$ cat src/rtl/hack_mem_responder_if.sv
// Hack CPU memory bus: CPU request/ack channel plus the program loader channel.
// The CPU (or loader) drives the master side; the memory responder is the slave.
interface hack_mem_responder_if;
  logic        ram_req;
  logic [6:0]  ram_add;
  logic [15:0] ram_in;
  logic        ram_write;
  logic [15:0] ram_out;
  logic        ram_ack;
  logic        load_en;
  logic        load_valid;
  logic [6:0]  load_add;
  logic [15:0] load_data;
  logic        load_ready;

  modport master (
    output ram_req, ram_add, ram_in, ram_write,
    output load_en, load_valid, load_add, load_data,
    input  ram_out, ram_ack, load_ready
  );

  modport slave (
    input  ram_req, ram_add, ram_in, ram_write,
    input  load_en, load_valid, load_add, load_data,
    output ram_out, ram_ack, load_ready
  );
endinterface

$ cat src/rtl/hack_mem_responder.sv
// Memory-side responder for the Hack CPU: 128x16 unified store with a req/ack
// handshake, memory-mapped keyboard/LED words, a power-up clear sweep and a loader port.
module hack_mem_responder #(
  parameter int DEPTH     = 128,
  parameter int PROG_BASE = 64,
  parameter int KBD_ADDR  = 62,
  parameter int LED_ADDR  = 63
) (
  input  logic                 clk,
  input  logic                 reset,
  hack_mem_responder_if.slave  bus,
  input  logic [15:0]          kbd_in,
  output logic [15:0]          led_out,
  output logic                 prot_err,
  output logic                 busy
);

  localparam logic [2:0] S_INIT = 3'd0;
  localparam logic [2:0] S_IDLE = 3'd1;
  localparam logic [2:0] S_RD   = 3'd2;
  localparam logic [2:0] S_WR   = 3'd3;
  localparam logic [2:0] S_LOAD = 3'd4;

  localparam logic [6:0] KBD_A  = 7'(KBD_ADDR);
  localparam logic [6:0] LED_A  = 7'(LED_ADDR);
  localparam logic [6:0] PROG_A = 7'(PROG_BASE);
  localparam logic [6:0] LAST_A = 7'(KBD_ADDR - 1);

  logic [2:0]  state_reg, state_next;
  logic [6:0]  ptr_reg;
  logic [6:0]  add_reg;
  logic [15:0] ram_out_reg;
  logic [15:0] led_reg;
  logic        ack_reg;
  logic        prot_reg;
  logic        busy_reg;

  logic [15:0] mem [DEPTH];

  logic        accept;
  logic        cpu_wr;
  logic        load_wr;
  logic        mem_we;
  logic [6:0]  mem_wa;
  logic [15:0] mem_wd;

  // A CPU write commits to storage on its accept edge, so a reset during the
  // following ack cycle cannot lose it.
  always_comb begin
    accept     = (state_reg == S_IDLE) && !bus.load_en && bus.ram_req && !ack_reg;
    cpu_wr     = accept && bus.ram_write;
    load_wr    = (state_reg == S_LOAD) && bus.load_en && bus.load_valid;
    state_next = state_reg;
    mem_we     = 1'b0;
    mem_wa     = bus.ram_add;
    mem_wd     = bus.ram_in;
    case (state_reg)
      S_INIT: begin
        mem_we = reset;
        mem_wa = ptr_reg;
        mem_wd = 16'h0000;
        if (ptr_reg == LAST_A) state_next = S_IDLE;
      end
      S_IDLE: begin
        if (bus.load_en)  state_next = S_LOAD;
        else if (accept)  state_next = bus.ram_write ? S_WR : S_RD;
        mem_we = cpu_wr && ((bus.ram_add < KBD_A) || (bus.ram_add == LED_A));
      end
      S_RD, S_WR: state_next = S_IDLE;
      S_LOAD: begin
        if (load_wr) begin
          mem_we = 1'b1;
          mem_wa = bus.load_add;
          mem_wd = bus.load_data;
        end
        if (!bus.load_en) state_next = S_IDLE;
      end
      default: state_next = S_INIT;
    endcase
  end

  always_ff @(posedge clk) begin
    if (mem_we) mem[mem_wa] <= mem_wd;
  end

  always_ff @(posedge clk or negedge reset) begin
    if (!reset) begin
      state_reg   <= S_INIT;
      ptr_reg     <= 7'd0;
      add_reg     <= 7'd0;
      ram_out_reg <= 16'h0000;
      led_reg     <= 16'h0000;
      ack_reg     <= 1'b0;
      prot_reg    <= 1'b0;
      busy_reg    <= 1'b1;
    end else begin
      state_reg <= state_next;
      ack_reg   <= 1'b0;
      if (state_reg == S_INIT) begin
        ptr_reg <= ptr_reg + 7'd1;
        if (ptr_reg == LAST_A) busy_reg <= 1'b0;
      end
      if (accept) add_reg <= bus.ram_add;
      if (cpu_wr) begin
        if (bus.ram_add == LED_A)  led_reg  <= bus.ram_in;
        if (bus.ram_add >= PROG_A) prot_reg <= 1'b1;
      end
      if (load_wr && (bus.load_add == LED_A)) led_reg <= bus.load_data;
      if (state_reg == S_RD) begin
        ack_reg <= 1'b1;
        if (add_reg == KBD_A)      ram_out_reg <= kbd_in;
        else if (add_reg == LED_A) ram_out_reg <= led_reg;
        else                       ram_out_reg <= mem[add_reg];
      end
      if (state_reg == S_WR) ack_reg <= 1'b1;
    end
  end

  assign bus.ram_out    = ram_out_reg;
  assign bus.ram_ack    = ack_reg;
  assign bus.load_ready = load_wr;
  assign led_out        = led_reg;
  assign prot_err       = prot_reg;
  assign busy           = busy_reg;

endmodule

$ cat src/flat_wrapper.sv
// flat-port wrapper written by rule: the top's interface ports become plain ports
module hack_mem_responder_flat 
#(
  parameter int DEPTH     = 128,
  parameter int PROG_BASE = 64,
  parameter int KBD_ADDR  = 62,
  parameter int LED_ADDR  = 63
)
  (clk, reset, kbd_in, led_out, prot_err, busy, bus_ram_req, bus_ram_add, bus_ram_in, bus_ram_write, bus_load_en, bus_load_valid, bus_load_add, bus_load_data, bus_ram_out, bus_ram_ack, bus_load_ready);
  hack_mem_responder_if bus_i ();
  input  logic clk;
  input  logic reset;
  input  logic [15:0] kbd_in;
  output logic [15:0] led_out;
  output logic prot_err;
  output logic busy;
  input wire logic [$bits(bus_i.ram_req)-1:0] bus_ram_req;
  input wire logic [$bits(bus_i.ram_add)-1:0] bus_ram_add;
  input wire logic [$bits(bus_i.ram_in)-1:0] bus_ram_in;
  input wire logic [$bits(bus_i.ram_write)-1:0] bus_ram_write;
  input wire logic [$bits(bus_i.load_en)-1:0] bus_load_en;
  input wire logic [$bits(bus_i.load_valid)-1:0] bus_load_valid;
  input wire logic [$bits(bus_i.load_add)-1:0] bus_load_add;
  input wire logic [$bits(bus_i.load_data)-1:0] bus_load_data;
  output wire logic [$bits(bus_i.ram_out)-1:0] bus_ram_out;
  output wire logic [$bits(bus_i.ram_ack)-1:0] bus_ram_ack;
  output wire logic [$bits(bus_i.load_ready)-1:0] bus_load_ready;
  assign bus_i.ram_req = bus_ram_req;
  assign bus_i.ram_add = bus_ram_add;
  assign bus_i.ram_in = bus_ram_in;
  assign bus_i.ram_write = bus_ram_write;
  assign bus_i.load_en = bus_load_en;
  assign bus_i.load_valid = bus_load_valid;
  assign bus_i.load_add = bus_load_add;
  assign bus_i.load_data = bus_load_data;
  assign bus_ram_out = bus_i.ram_out;
  assign bus_ram_ack = bus_i.ram_ack;
  assign bus_load_ready = bus_i.load_ready;
  hack_mem_responder #(.DEPTH(DEPTH), .PROG_BASE(PROG_BASE), .KBD_ADDR(KBD_ADDR), .LED_ADDR(LED_ADDR)) u_core (.clk(clk), .reset(reset), .bus(bus_i), .kbd_in(kbd_in), .led_out(led_out), .prot_err(prot_err), .busy(busy));
endmodule
$ cat config.mk
export PLATFORM = sky130hd
export DESIGN_NAME = hack_mem_responder_flat
export DESIGN_NICKNAME = d
export VERILOG_FILES = /design/src/rtl/hack_mem_responder_if.sv /design/src/rtl/hack_mem_responder.sv /design/src/flat_wrapper.sv
export SDC_FILE = /design/constraint.sdc
export NUM_CORES = 2
export LEC_CHECK = 0
export BUFFER_PORTS_ARGS = -buffer_cell sky130_fd_sc_hd__buf_2
export CORE_MARGIN = 3
export CORE_UTILIZATION = 25
export DETAILED_ROUTE_END_ITERATION = 6
export GPL_TIMING_DRIVEN = 0
export PLACE_DENSITY = 0.38
export SYNTH_ARGS = -nofsm -noshare
export SYNTH_HDL_FRONTEND = slang
export SYNTH_SLANG_ARGS = --single-unit
$ cat constraint.sdc
create_clock -name clk -period 9.53 [get_ports clk]
set_input_delay 0.4765 -clock clk [delete_from_list [all_inputs] [get_ports clk]]
set_output_delay 0.4765 -clock clk [all_outputs]
set_load 0.1 [all_outputs]
==> metrics.md <==
| Metric | Value |
|---|---|
| Post-route DRC | 0 |
| Mux cell area share after synthesis | about 17% |
| Final worst path period share | a little over three fifths |
| Outcome | finished, violations left |
| Switching Share | 39.2% |
| Syn nets | approximately 3800 |
| Mean Syn Cell Area | between 20 and 25 sq um |
| Min-Delay Path Class | in2reg |
| Max FFs per register | ~2000 |
| Die extent in x | 577 um |
| IO buf count | ~100 |
| Total congestion overflow | 0 |
| Switching pwr | roughly 13000 uW |
| CTS root buf | clkbuf_16 |
| Worst-Skew Late Latency | 0.92 ns |
| Initial Util | between 20% and 30% |
| Sequential share of the synthesized area | 77.0% |
| Max_cap viols | 1 |
| Area contributors post-synth | edfxtp_1, mux4_2, dfrtp_1, mux2i_1, nor2_1 |
| Clock slew at reported path FFs | roughly 0.06 ns |
| Cell Int Power | 20600 uW |
| Endpoints failing hold | 0 |
| Slew @ Worst Pin | 1.51 ns |
| Combinational family with the most area after synthesis | multiplexers |
| Seq cells post-synth | 2100 |
| H-tree Lvls | 4 |
| Fin Clk Skew | slightly above 0.05 ns |
| Static leakage | around 0.031 uW |
| Antenna-violating nets left | 0 |
| Clk pwr share | between 20% and 30% |
| Setup bufs post-CTS | 0 |
| Total track usage | between 10% and 20% |
| Peak supply drop | 0.231 mV |
| Compound-cell area share of the yosys netlist | 2.75% |
| Drt total wl | between 300 and 400 mm |
| Synth Area in Adders | 0.0307% |
| CTS tree | done |
| DRT Pass-1 Iters | 6 |
| Top Ports | roughly 100 |
| Top_reg_cell synth | edfxtp_1 |
| Gate power share | a little under two fifths |
| Die area | 333000 sq um |
| CP startpoint kind | register |
| Endpoints failing setup | 0 |
| Req. time, crit path | about 10 ns |
| CP arrival | approximately 6.7 ns |
| Gpl congestion | approximately 0.87 |
| # hold bufs at CTS | 58 |
| Clock period minus worst slack | around 6.0 ns |
| Sequential power share | around a third |
| Critical path class | reg2reg |
| Post-synth cell types | between 70 and 80 |
| HPWL after detailed placement | 223 mm |
| Placement Rows | 209 |
| Core Util, Final | a little under a third |
| Largest net degree at the start of global routing | 77 |
| Post-CTS sizing | 0 |
| Via count | 43337 |
| First-pass GRT wire length | about 430 mm |
| Iteration-0 DRC Markers | about 5800 |
| Rel. slew slack | -0.784% |
| Synth Area in XOR/XNOR | less than 1% |
| CTS Buf Count | 234 |
| Synth top area share | roughly 75% |
| Ys async rst share | 2.48% |
| Most common cell in the synthesized netlist | edfxtp_1 |
| Critical path endpoint category | register |
| Ys Warns | 0 |
| EDFF count, synth | about 2000 |
| Synth cell count leaders | edfxtp_1, mux4_2, nor2_1 |
| Die Span Y | 577 um |
| Pwr dens | around 340 nW/um^2 |
| Fmax | 167 MHz |
| Tot Pwr | 33900 uW |
| CTS sink cnt | 2100 |
| Post-Synth Simple-Gate Area | roughly 2.2% |
| Synthesized area | 81600 sq um |
| Vias in the first global route | 43370 |
| Post-synth top area cell | edfxtp_1 |
| RSZ-0062 raised after global routing | no |
| Crit Path Max Fanout | 11 |
| Avg WL per Cell | about 37 um |
| Longest Clk Path Bufs | 3 |
| Core Region | approximately 320000 sq um |
| Share of cells above drive strength 1 | between 30 and 40% |
| DR vias/cell | around 5 |
| Failing checks | max-capacitance violations, max-slew violations |
| Number of antenna violations at the first check in global routing | 30 |
| Max-slew violations | 11 |
| Synthesis-to-finish area growth | 22.0% |
| Final nets | about 4300 |
| Synth Instances | approximately 3700 |
[power by group through the flow]
stage          clock [uW]  sequential, uW  combinational (uW)
5_1_grt              9650           12000               13100
3_3_place_gp            0           12700               12000
4_1_cts              9300           11900               12900
3_5_place_dp            0           12100               12900
6_report             9100           11900               12800
2_1_floorplan           0           12500                5530
[placed cells by master (no fill, tap or decap), types with 50 or more instances in the layout]
cell type / instances
clkbuf_1: 92
clkinv_1: 58
nor2_4: 55
mux4_2: 534
buf_16: 57
o21ai_0: 56
clkbuf_16: 238
nand2_1: 86
nor2_2: 70
buf_8: 51
dlygate4sd3_1: 58
buf_2: 188
mux2i_1: 121
nor2_1: 50
edfxtp_1: 2048
dfrtp_1: 51
[worst max-delay path: stages, from the launching register on]
cell	delay, ns
dfrtp_1	0.35
buf_2	0.22
inv_2	0.57
buf_2	0.75
buf_2	0.71
buf_2	0.64
mux2i_1	0.38
o221ai_1	0.52
a221oi_1	1.35
o22ai_1	0.20
[final timing paths]
check,start,to,slack [ns],cells past startpoint
setup / recovery,u_core.add_reg[2]$_DFFE_PN0N_,u_core.bus.ram_out[4]$_DFFE_PN0P_,3.54,9
hold / removal,kbd_in[2],u_core.bus.ram_out[2]$_DFFE_PN0P_,0.06,4
setup reg to reg,u_core.add_reg[2]$_DFFE_PN0N_,u_core.bus.ram_out[4]$_DFFE_PN0P_,3.54,9
hold reg to reg,u_core.busy$_DFFE_PN1P_,u_core.busy$_DFFE_PN1P_,0.49,1
max in group asynchronous,reset,u_core.led_out[13]$_DFFE_PN0P_,8.83,2
min in group asynchronous,reset,u_core.led_out[9]$_DFFE_PN0P_,0.17,2
[metal layers]
metal  routed length [um]  global-route usage (%)  up-vias
li1                     -                       -    16932
met1               141000                    26.5    24360
met2               153000                    30.6     1631
met3                18600                    3.21      406
met4                12400                    6.77        8
met5                   66                       0        -
[metrics by stage]
step	setup TNS, ns	hold WS [ns]	std cells	setup WS, ns	instance area [sq um]
4_1_cts	0	0.00985	8787	3.59	99500
6_report	0	0.0604	8792	3.54	99500
5_1_grt	0	0.0716	8789	3.48	99500
3_5_place_dp	0	0.491	8290	3.59	91200
3_3_place_gp	-2149.00	0.456	8143	-6.61	87500
2_1_floorplan	0	0.181	3716	2.32	81600
[cells by family (layout without fill, tap and decap cells)]
| group | after synthesis | count (layout) |
|---|---|---|
| fa+ha+maj | 2 | 2 |
| mux | 677 | 677 |
| xor+xnor | 7 | 7 |
| simple gates | 390 | 390 |
| buf+inv | 219 | 966 |
| other cells | 0 | 4 |
| flops | 2100 | 2100 |
| compound gates | 321 | 321 |
[layout make-up]
class / instances / area [sq um]
diodes: 4 / 10.0
fillers: 31323 / 225000
clock inverters: 151 / 1500
inverters: 13 / 48.8
flip-flops and latches: 2100 / 62800
clock buffers: 288 / 6180
multi-input cells: 1397 / 18400
well taps: 4325 / 5410
plain buffers: 206 / 1130
repair buffers: 308 / 4030
Note: power is estimated with default switching activity, not from simulation.
